===== src/rtl/fifo_pkg.sv =====
// rtl/fifo_pkg.sv - shared width default and output-buffer occupancy type for the FIFO reader
package fifo_pkg;

    localparam int FIFO_DATA_WIDTH = 8;

    typedef enum logic [1:0] {
        EMPTY = 2'd0,
        ONE   = 2'd1,
        TWO   = 2'd2
    } occ_t;

endpackage


===== src/rtl/fifo_reader_skid.sv =====
// rtl/fifo_reader_skid.sv - two-entry head/tail output buffer between FIFO read data and the stream
module fifo_reader_skid
    import fifo_pkg::*;
#(
    parameter int DATA_WIDTH = FIFO_DATA_WIDTH
) (
    input  logic                  clk,
    input  logic                  rst_,
    input  logic                  capture,
    input  logic [DATA_WIDTH-1:0] wr_data,
    input  logic                  m_ready,
    output logic                  m_valid,
    output logic [DATA_WIDTH-1:0] m_data,
    output occ_t                  cnt
);

    occ_t                  cnt_next;
    logic                  pop;
    logic [DATA_WIDTH-1:0] tail;

    always_ff @(posedge clk or negedge rst_) begin
        if (!rst_) begin
            cnt <= EMPTY;
        end else begin
            cnt <= cnt_next;
        end
    end

    always_comb begin
        cnt_next = cnt;
        case (cnt)
            EMPTY: begin
                if (capture) cnt_next = ONE;
            end
            ONE: begin
                if (capture && !pop)      cnt_next = TWO;
                else if (!capture && pop) cnt_next = EMPTY;
            end
            TWO: begin
                if (!capture && pop) cnt_next = ONE;
            end
            default: cnt_next = EMPTY;
        endcase
    end

    always_comb begin
        m_valid = (cnt != EMPTY);
        pop     = m_valid & m_ready;
    end

    // m_data is the head register itself, so it only moves on capture-to-head or a pop.
    always_ff @(posedge clk or negedge rst_) begin
        if (!rst_) begin
            m_data <= '0;
            tail   <= '0;
        end else begin
            case (cnt)
                EMPTY: begin
                    if (capture) m_data <= wr_data;
                end
                ONE: begin
                    if (capture) begin
                        if (pop) m_data <= wr_data;
                        else     tail   <= wr_data;
                    end
                end
                TWO: begin
                    if (pop) begin
                        m_data <= tail;
                        if (capture) tail <= wr_data;
                    end
                end
                default: ;
            endcase
        end
    end

endmodule


===== src/rtl/fifo_reader.sv =====
// rtl/fifo_reader.sv - issues FIFO reads into a 2-entry output buffer; FIFO_READER_STATS_EN adds pop_cnt
module fifo_reader
    import fifo_pkg::*;
#(
    parameter int DATA_WIDTH = FIFO_DATA_WIDTH
) (
    input  logic                  clk,
    input  logic                  rst_,
    input  logic                  en,
    input  logic                  fifo_empty,
    input  logic [DATA_WIDTH-1:0] fifo_dout,
    output logic                  fifo_rd_en,
    output logic                  m_valid,
    output logic [DATA_WIDTH-1:0] m_data,
    input  logic                  m_ready
`ifdef FIFO_READER_STATS_EN
    ,
    output logic [15:0]           pop_cnt
`endif
);

    logic       rd_pend;
    logic       pop;
    logic [2:0] level;
    occ_t       cnt;

    assign pop = m_valid & m_ready;

    // Occupancy the buffer will hold once the in-flight word lands and this cycle's pop leaves.
    assign level = {1'b0, cnt} + {2'b00, rd_pend} - {2'b00, pop};

    // Gating with rst_ keeps the strobe low throughout reset even if the FIFO is non-empty.
    assign fifo_rd_en = rst_ & en & ~fifo_empty & (level < 3'd2);

    always_ff @(posedge clk or negedge rst_) begin
        if (!rst_) begin
            rd_pend <= 1'b0;
        end else begin
            rd_pend <= fifo_rd_en;
        end
    end

    fifo_reader_skid #(
        .DATA_WIDTH(DATA_WIDTH)
    ) u_skid (
        .clk     (clk),
        .rst_    (rst_),
        .capture (rd_pend),
        .wr_data (fifo_dout),
        .m_ready (m_ready),
        .m_valid (m_valid),
        .m_data  (m_data),
        .cnt     (cnt)
    );

`ifdef FIFO_READER_STATS_EN
    always_ff @(posedge clk or negedge rst_) begin
        if (!rst_) begin
            pop_cnt <= 16'd0;
        end else if (pop) begin
            pop_cnt <= pop_cnt + 16'd1;
        end
    end
`endif

endmodule


===== config.mk =====
export PLATFORM = sky130hd
export DESIGN_NAME = fifo_reader
export DESIGN_NICKNAME = d
export VERILOG_FILES = /design/src/rtl/fifo_pkg.sv /design/src/rtl/fifo_reader_skid.sv /design/src/rtl/fifo_reader.sv
export SDC_FILE = /design/constraint.sdc
export NUM_CORES = 1
export LEC_CHECK = 0
export ABC_AREA = 1
export CORE_MARGIN = 4
export CORE_UTILIZATION = 35
export DETAILED_ROUTE_END_ITERATION = 7
export PLACE_DENSITY = 0.62
export SKIP_LAST_GASP = 1
export SLEW_MARGIN = 5
export SYNTH_ARGS = -nofsm -noshare
export SYNTH_HDL_FRONTEND = slang
export SYNTH_SLANG_ARGS = --single-unit

===== constraint.sdc =====
create_clock -name clk -period 2.5 [get_ports clk]
set_clock_uncertainty 0.1 [all_clocks]
set_input_delay 0.75 -clock clk [delete_from_list [all_inputs] [get_ports clk]]
set_output_delay 0.75 -clock clk [all_outputs]
set_load 0.01 [all_outputs]

==> flow_summary.yaml <==
die:
  dieArea_mm2: 0.00367
  io_pins: 23
  die_x_um: 60.6
  initial_core_util: 0.377
  core_mm2: 0.00257
  die_y_um: 60.6
  rows: 18
synthesis:
  synth_area_leaders: "dfrtp_1 (49%), nand2_1 (24%), nand3_1 (8.3%)"
  synth-seq-cells: 19
  syn_area_per_cell_um2: 8.00
  synthFlopType: "dfrtp_1"
  synth_most_common_cell: "nand2_1"
  synth_top_area_cell: "dfrtp_1"
  syn_nets: 135
  synth_cells: 121
  synth-seq-area-share: 0.491
  synth_common_cells: "nand2_1 (62), dfrtp_1 (19), nand3_1 (16)"
  synthArstFlopShare: 1.00
  synth_cell_types: 16
  yosysTopAreaCellShare: 0.491
  ys_warn_count: 0
  synth_edf_count: 0
  syn_area_um2: 968
route:
  wire_per_inst_um: 12.9
  drt_wl_total_um: 2650
  postRouteAntennaNets: 0
  via_per_inst: 4.80
  first_pass_iters: 4
  routed-via-count: 984
  drc: 0
  drt_iter0_markers: 33
critical_path:
  start_kind: "primary input"
  cp_cell_sequence: "buf_12 -> clkinv_8 -> nand2_4 -> nand2_2 -> nand2_2 -> fa_1 -> nand4_1 -> nor2_2 -> buf_2"
  slowest_delay_ps: 480
  worst_path_most_repeated_cell: "nand2_2"
  cp_num_cells: 9
  cp_num_buf_inv: 3
  path_class: "primary input to primary output"
  cpLargestDelayFamily: "adder cells"
  r2r.worst_path.cells: 17
  cp_data_required_time_ps: 1650
  crit_path_end_kind: "primary output"
  critPathMaxFanout: 3
  critical-path-slowest-cell: "fa_1"
  critPathArrivalTime_ps: 1870
flow_run:
  maxCapViolCount: 0
finish:
  fin_cells: 205
  regArea_um2: 475
  n_antenna_cell: 0
  fin_util: 0.592
  area_growth_syn_to_layout_pct: 57.0
  n_fill_cell: 242
  drive_gt1_frac: 0.309
  multiInputGateArea_um2: 479
  nets: 190
grt:
  grt_pass1_wl_um: 4420
  first_global_vias: 968
  grt-ovfl-total: 0
  grt_max_degree: 20
  grt_usage: 0.164
  antenna_found_initial: 0
timing:
  maxSlewHeadroom: 0.833
  setup_ws_ps: -223
  rsz0062_at_grt: "true"
  slew_viol_final: 0
  fin_crit_ps: 2720
  hold_viol_final: 0
  fmax_ghz: 0.367
  period_share: 1.09
  setup_violations: 9
  worst_slew_pin_slew_ps: 250
hold_path:
  hp-class: "register to register"
  min_path_cells: 2
cts:
  cts_root_buf: "clkbuf_4"
  cts_buffers: 3
  cts.path.max_buffers: 2
  cts_tree: "done"
  clkSlewWorstSetupHoldPaths_ps: 110
  cts_max_level: 1
  clk_latency_ps: 300
  cts_sinks: 19
  cts_hold_buf: 0
power_and_ir_drop:
  peakVddDrop_mv: 0.421
  power_density_mw_per_mm2: 582
  p_leak_nw: 0.829
place:
  dp_hpwl_um: 1610
  gp_congestion: 0.781
  io_buffers: 22
  post-place-cells: 181
  pre_cts_ws_ps: -1140
outcome:
  status: "finished, violations left"
  violations: "setup timing"
==> worst reg2reg max path, cell delays in order, from the launching register on <==
cell and delay (ps):
dfrtp_1 390, buf_4 140, nand2_4 60, buf_4 130
buf_4 120, buf_4 120, buf_4 120, buf_4 120
buf_4 120, buf_4 120, buf_4 120, buf_4 120
buf_4 120, buf_4 140, nand3_4 100, nand2_4 100
nand2_1 80, nand2_1 50
==> per-stage QoR <==
stage | hold slack [ps] | setup TNS, ps | area [um^2] | total power, mW
5_1_grt | 411 | -1040 | 1520 | 0.941
3_3_place_gp | 354 | -1090 | 1290 | 0.685
6_report | 382 | -372 | 1520 | 0.886
2_1_floorplan | 342 | -145 | 977 | 0.545
4_1_cts | 387 | -2800 | 1490 | 0.882
3_5_place_dp | 360 | -1140 | 1290 | 0.693
==> per-layer routing <==
metal / GRT usage / up-vias / share of wire
met2: 0.250 / 35 / 0.49
met4: 0.108 / 0 / 0.037
li1: - / 489 / -
met5: 0 / - / 0
met3: 0.0468 / 10 / 0.061
met1: 0.201 / 450 / 0.41
==> layout by cell type, fill, tap and decap left out, drive strengths merged <==
cell type and count:
nand2 66, buf 32, clkdlybuf4s50 19, dfrtp 19, nand3 19, inv 6, clkbuf 3, o21ai 2
a21oi 2, clkinv 2, nand4 1, xor2 1, nor2 1, fa 1, dlygate4sd2 1
==> cell families after synthesis <==
logic type / count (synthesis) / synth area share
simple gates: 87 / 0.421
flops: 19 / 0.491
buf+inv: 9 / 0.0375
compound gates: 4 / 0.0207
xor+xnor: 1 / 0.00905
fa+ha+maj: 1 / 0.0207
==> timing repair <==
item	CTS	global route
endpoints found under the hold margin	0	0
pin swaps	4	8
buffers inserted	21	3
endpoints found under the setup margin	2	10
gates resized for setup	16	9
==> flip-flops by register name (all words and copies together) (netlist names) <==
| name | count |
|---|---|
| rd_pend | 1 |
| u_skid.cnt | 2 |
| u_skid.m_data | 8 |
| u_skid.tail | 8 |
==> where the power goes <==
part	internal, mW	total, mW	leakage, nW	switching [mW]
sequential	0.383	0.423	0.246	0.0398
combinational	0.169	0.304	0.566	0.135
clock	0.0596	0.158	0.0177	0.0986
==> area by class of cell <==
class	instances	share of cell area
Clock buffer	3	0.0148
Timing Repair Buffer	52	0.304
Multi-Input combinational cell	93	0.315
Sequential cell	19	0.313
Inverter	7	0.0255
Tap cell	30	0.0247
Clock inverter	1	0.00329
==> path summary, 6_finish.rpt <==
kind,start,to,slack (ps)
setup / recovery,m_ready,fifo_rd_en,-220
hold / removal,u_skid.tail[1],u_skid.tail[1],380
setup reg to reg,u_skid.cnt[0],u_skid.m_data[4],40
hold reg to reg,u_skid.tail[1],u_skid.tail[1],380
max in group asynchronous,rst_,u_skid.m_data[1],1390
min in group asynchronous,rst_,u_skid.tail[3],710
Power figures use the tool's default switching activity.
==> RTL change: new RTL, same settings <==
Set the package constant `FIFO_DATA_WIDTH` to 12 (it was 8).
--- a/src/rtl/fifo_pkg.sv
+++ b/src/rtl/fifo_pkg.sv
@@ -1,7 +1,7 @@
 // rtl/fifo_pkg.sv - shared width default and output-buffer occupancy type for the FIFO reader
 package fifo_pkg;
 
-    localparam int FIFO_DATA_WIDTH = 8;
+    localparam int FIFO_DATA_WIDTH = 12;
 
     typedef enum logic [1:0] {
         EMPTY = 2'd0,
Interface: changed (resized fifo_dout and m_data); port bits go from 23 to 31. The function was not compared with the original's and may differ.
==> RTL change against the original RTL <==
- the flow still finishes with violations (setup timing)
- die area is 38% higher
- total power is 47% higher
- routed wire length is 15% higher
- cell area is 19% higher
- global-route usage is 3.0 points lower
- area after synthesis is 44% higher
- worst setup slack worse by 0.029 ns
- fmax is 1.0% lower
- sequential cell count is 8 higher
- critical path depth stayed put
- critical endpoint unchanged
==> RTL change: results (changes against the original RTL) <==
critical path data arrival time 1.90 ns (+0.03 ns); Crit-path slowest cell fa_1; Hold Crit Class reg -> reg; synth top area cells dfrtp_1 49%, nand2_1 19%, nand3_1 14%; Post-CTS Setup Inserts 0 (-100%); violated checks setup timing; leak pwr 0.943 nW (+14%); Routed WL 3.04 mm (+15%); multi-input logic area 619 µm² (+29%); CP top delay family adder cells; Commonest cells post-synth 69 x nand2_1, 38 x nand3_1, 27 x dfrtp_1; worst hold start u_skid.tail[0]; Skew-Pair Late Insertion Delay 0.26 ns (-0.04 ns); final worst slack -0.251 ns (-0.0287 ns); total CTS buffers 3 (unchanged); crit-path max cell delay 0.48 ns (about the same); routed via count 1223 (+24%); reg2reg setup slack 0.97 ns (+0.93 ns); hold depth 2 (unchanged); hold slack 0.375 ns (-0.00670 ns); final setup vio count 1 (-8); Async SR Flop Fraction 1.00 (unchanged); crit path max fanout 3 (unchanged); first-pass GRT wire length 5.56 mm (+26%); Placer Congestion 0.803 (+2.8%); met1 wire length 1.42 mm (+30%); HPWL Detailed 2.24 mm (+39%); number of port buffers 30 (+36%); H-tree levels 1 (unchanged); Worst VDD drop 0.233 mV (-45%); Nets 228 (+20%); CP startpoint m_ready; Placed Area 0.00177 mm² (+36%); FF-to-FF End u_skid.m_data[1]; Yosys cell types 18 (+2); FF-to-FF Start u_skid.cnt[0]; pre-CTS setup slack -1.15 ns (-0.0120 ns); share of cells above drive strength 1 0.172 (-0.136); biggest regs u_skid.m_data (12), u_skid.tail (12), u_skid.cnt (2); initial antenna violation count 0 (unchanged); register area share after synthesis 0.485 (-0.00578); largest net degree at the start of global routing 28 (+40%); met3 WL post-DR 132 µm (-19%); Fill cells 392 (+62%); R2R cell count 7 (-10); max layer used met4; status finished, violations left; Total GRT Usage 0.134 (-0.0295); WHS Endpoint u_skid.tail[0]; CTS Buffer Depth 2 (unchanged); Syn. warnings 0 (unchanged); Root Driver clkbuf_8; post-synthesis net count 193 (+43%); clock transition at the registers of the reported paths 0.08 ns (-0.03 ns); pin slew with the least headroom to its limit 0.422 ns (+0.172 ns); number of antenna diodes 0 (unchanged); Pre-antenna DRT Iters 4 (unchanged); routed wl met2 1.45 mm (+11%); DR iter-0 viols 48 (+45%)
[RTL change: cells by family after synthesis]
family          Yosys count  synth area share
xor+xnor                  1           0.00629
buf+inv                  17            0.0755
compound gates            3            0.0117
flops                    27             0.485
fa+ha+maj                 1            0.0144
simple gates            126             0.407
[RTL change: cell type report]
| class | count | area share |
|---|---|---|
| Tap cell | 48 | 0.0333 |
| Timing Repair Buffer | 41 | 0.208 |
| Multi-Input combinational cell | 131 | 0.344 |
| Clock buffer | 4 | 0.0250 |
| Sequential cell | 27 | 0.375 |
| Inverter | 6 | 0.0153 |
[RTL change: through the flow]
step | setup TNS (ns) | std cells
2_1_floorplan | -0.165 | 175
3_3_place_gp | -1.09 | 253
3_5_place_dp | -1.15 | 253
4_1_cts | -0.248 | 257
5_1_grt | -0.302 | 257
6_report | -0.251 | 257
[RTL change: metal layers]
layer | vias to the layer above | track usage
met4 | 0 | 0.0564
met3 | 2 | 0.00852
met1 | 562 | 0.188
met2 | 31 | 0.215
met5 | - | 0
li1 | 628 | -
[RTL change: how the worst max path moves through the flow]
stage	slack [ns]	to
floorplan	-0.16	fifo_rd_en
global placement	-1.09	fifo_rd_en
detailed placement	-1.15	fifo_rd_en
CTS	-0.25	fifo_rd_en
global route	-0.30	fifo_rd_en
finish	-0.25	fifo_rd_en
[RTL change: repair_timing]
action | CTS | global route
pin swaps | 0 | 0
cloned | 0 | 0
gates resized for setup | 9 | 0
endpoints found under the setup margin | 1 | 1
[RTL change: tightest hold or removal path: cells and delay by family (launching register included)]
family / cells / cell delay (ns)
DFF: 1 / 0.35
and+or+nand+nor: 2 / 0.10
[RTL change: power by group]
part / internal (mW) / leakage, nW / total, mW / switching [mW]
clock: 0.114 / 0.0228 / 0.240 / 0.126
combinational: 0.226 / 0.575 / 0.421 / 0.195
sequential: 0.564 / 0.346 / 0.640 / 0.0756
total: 0.904 / 0.943 / 1.30 / 0.396
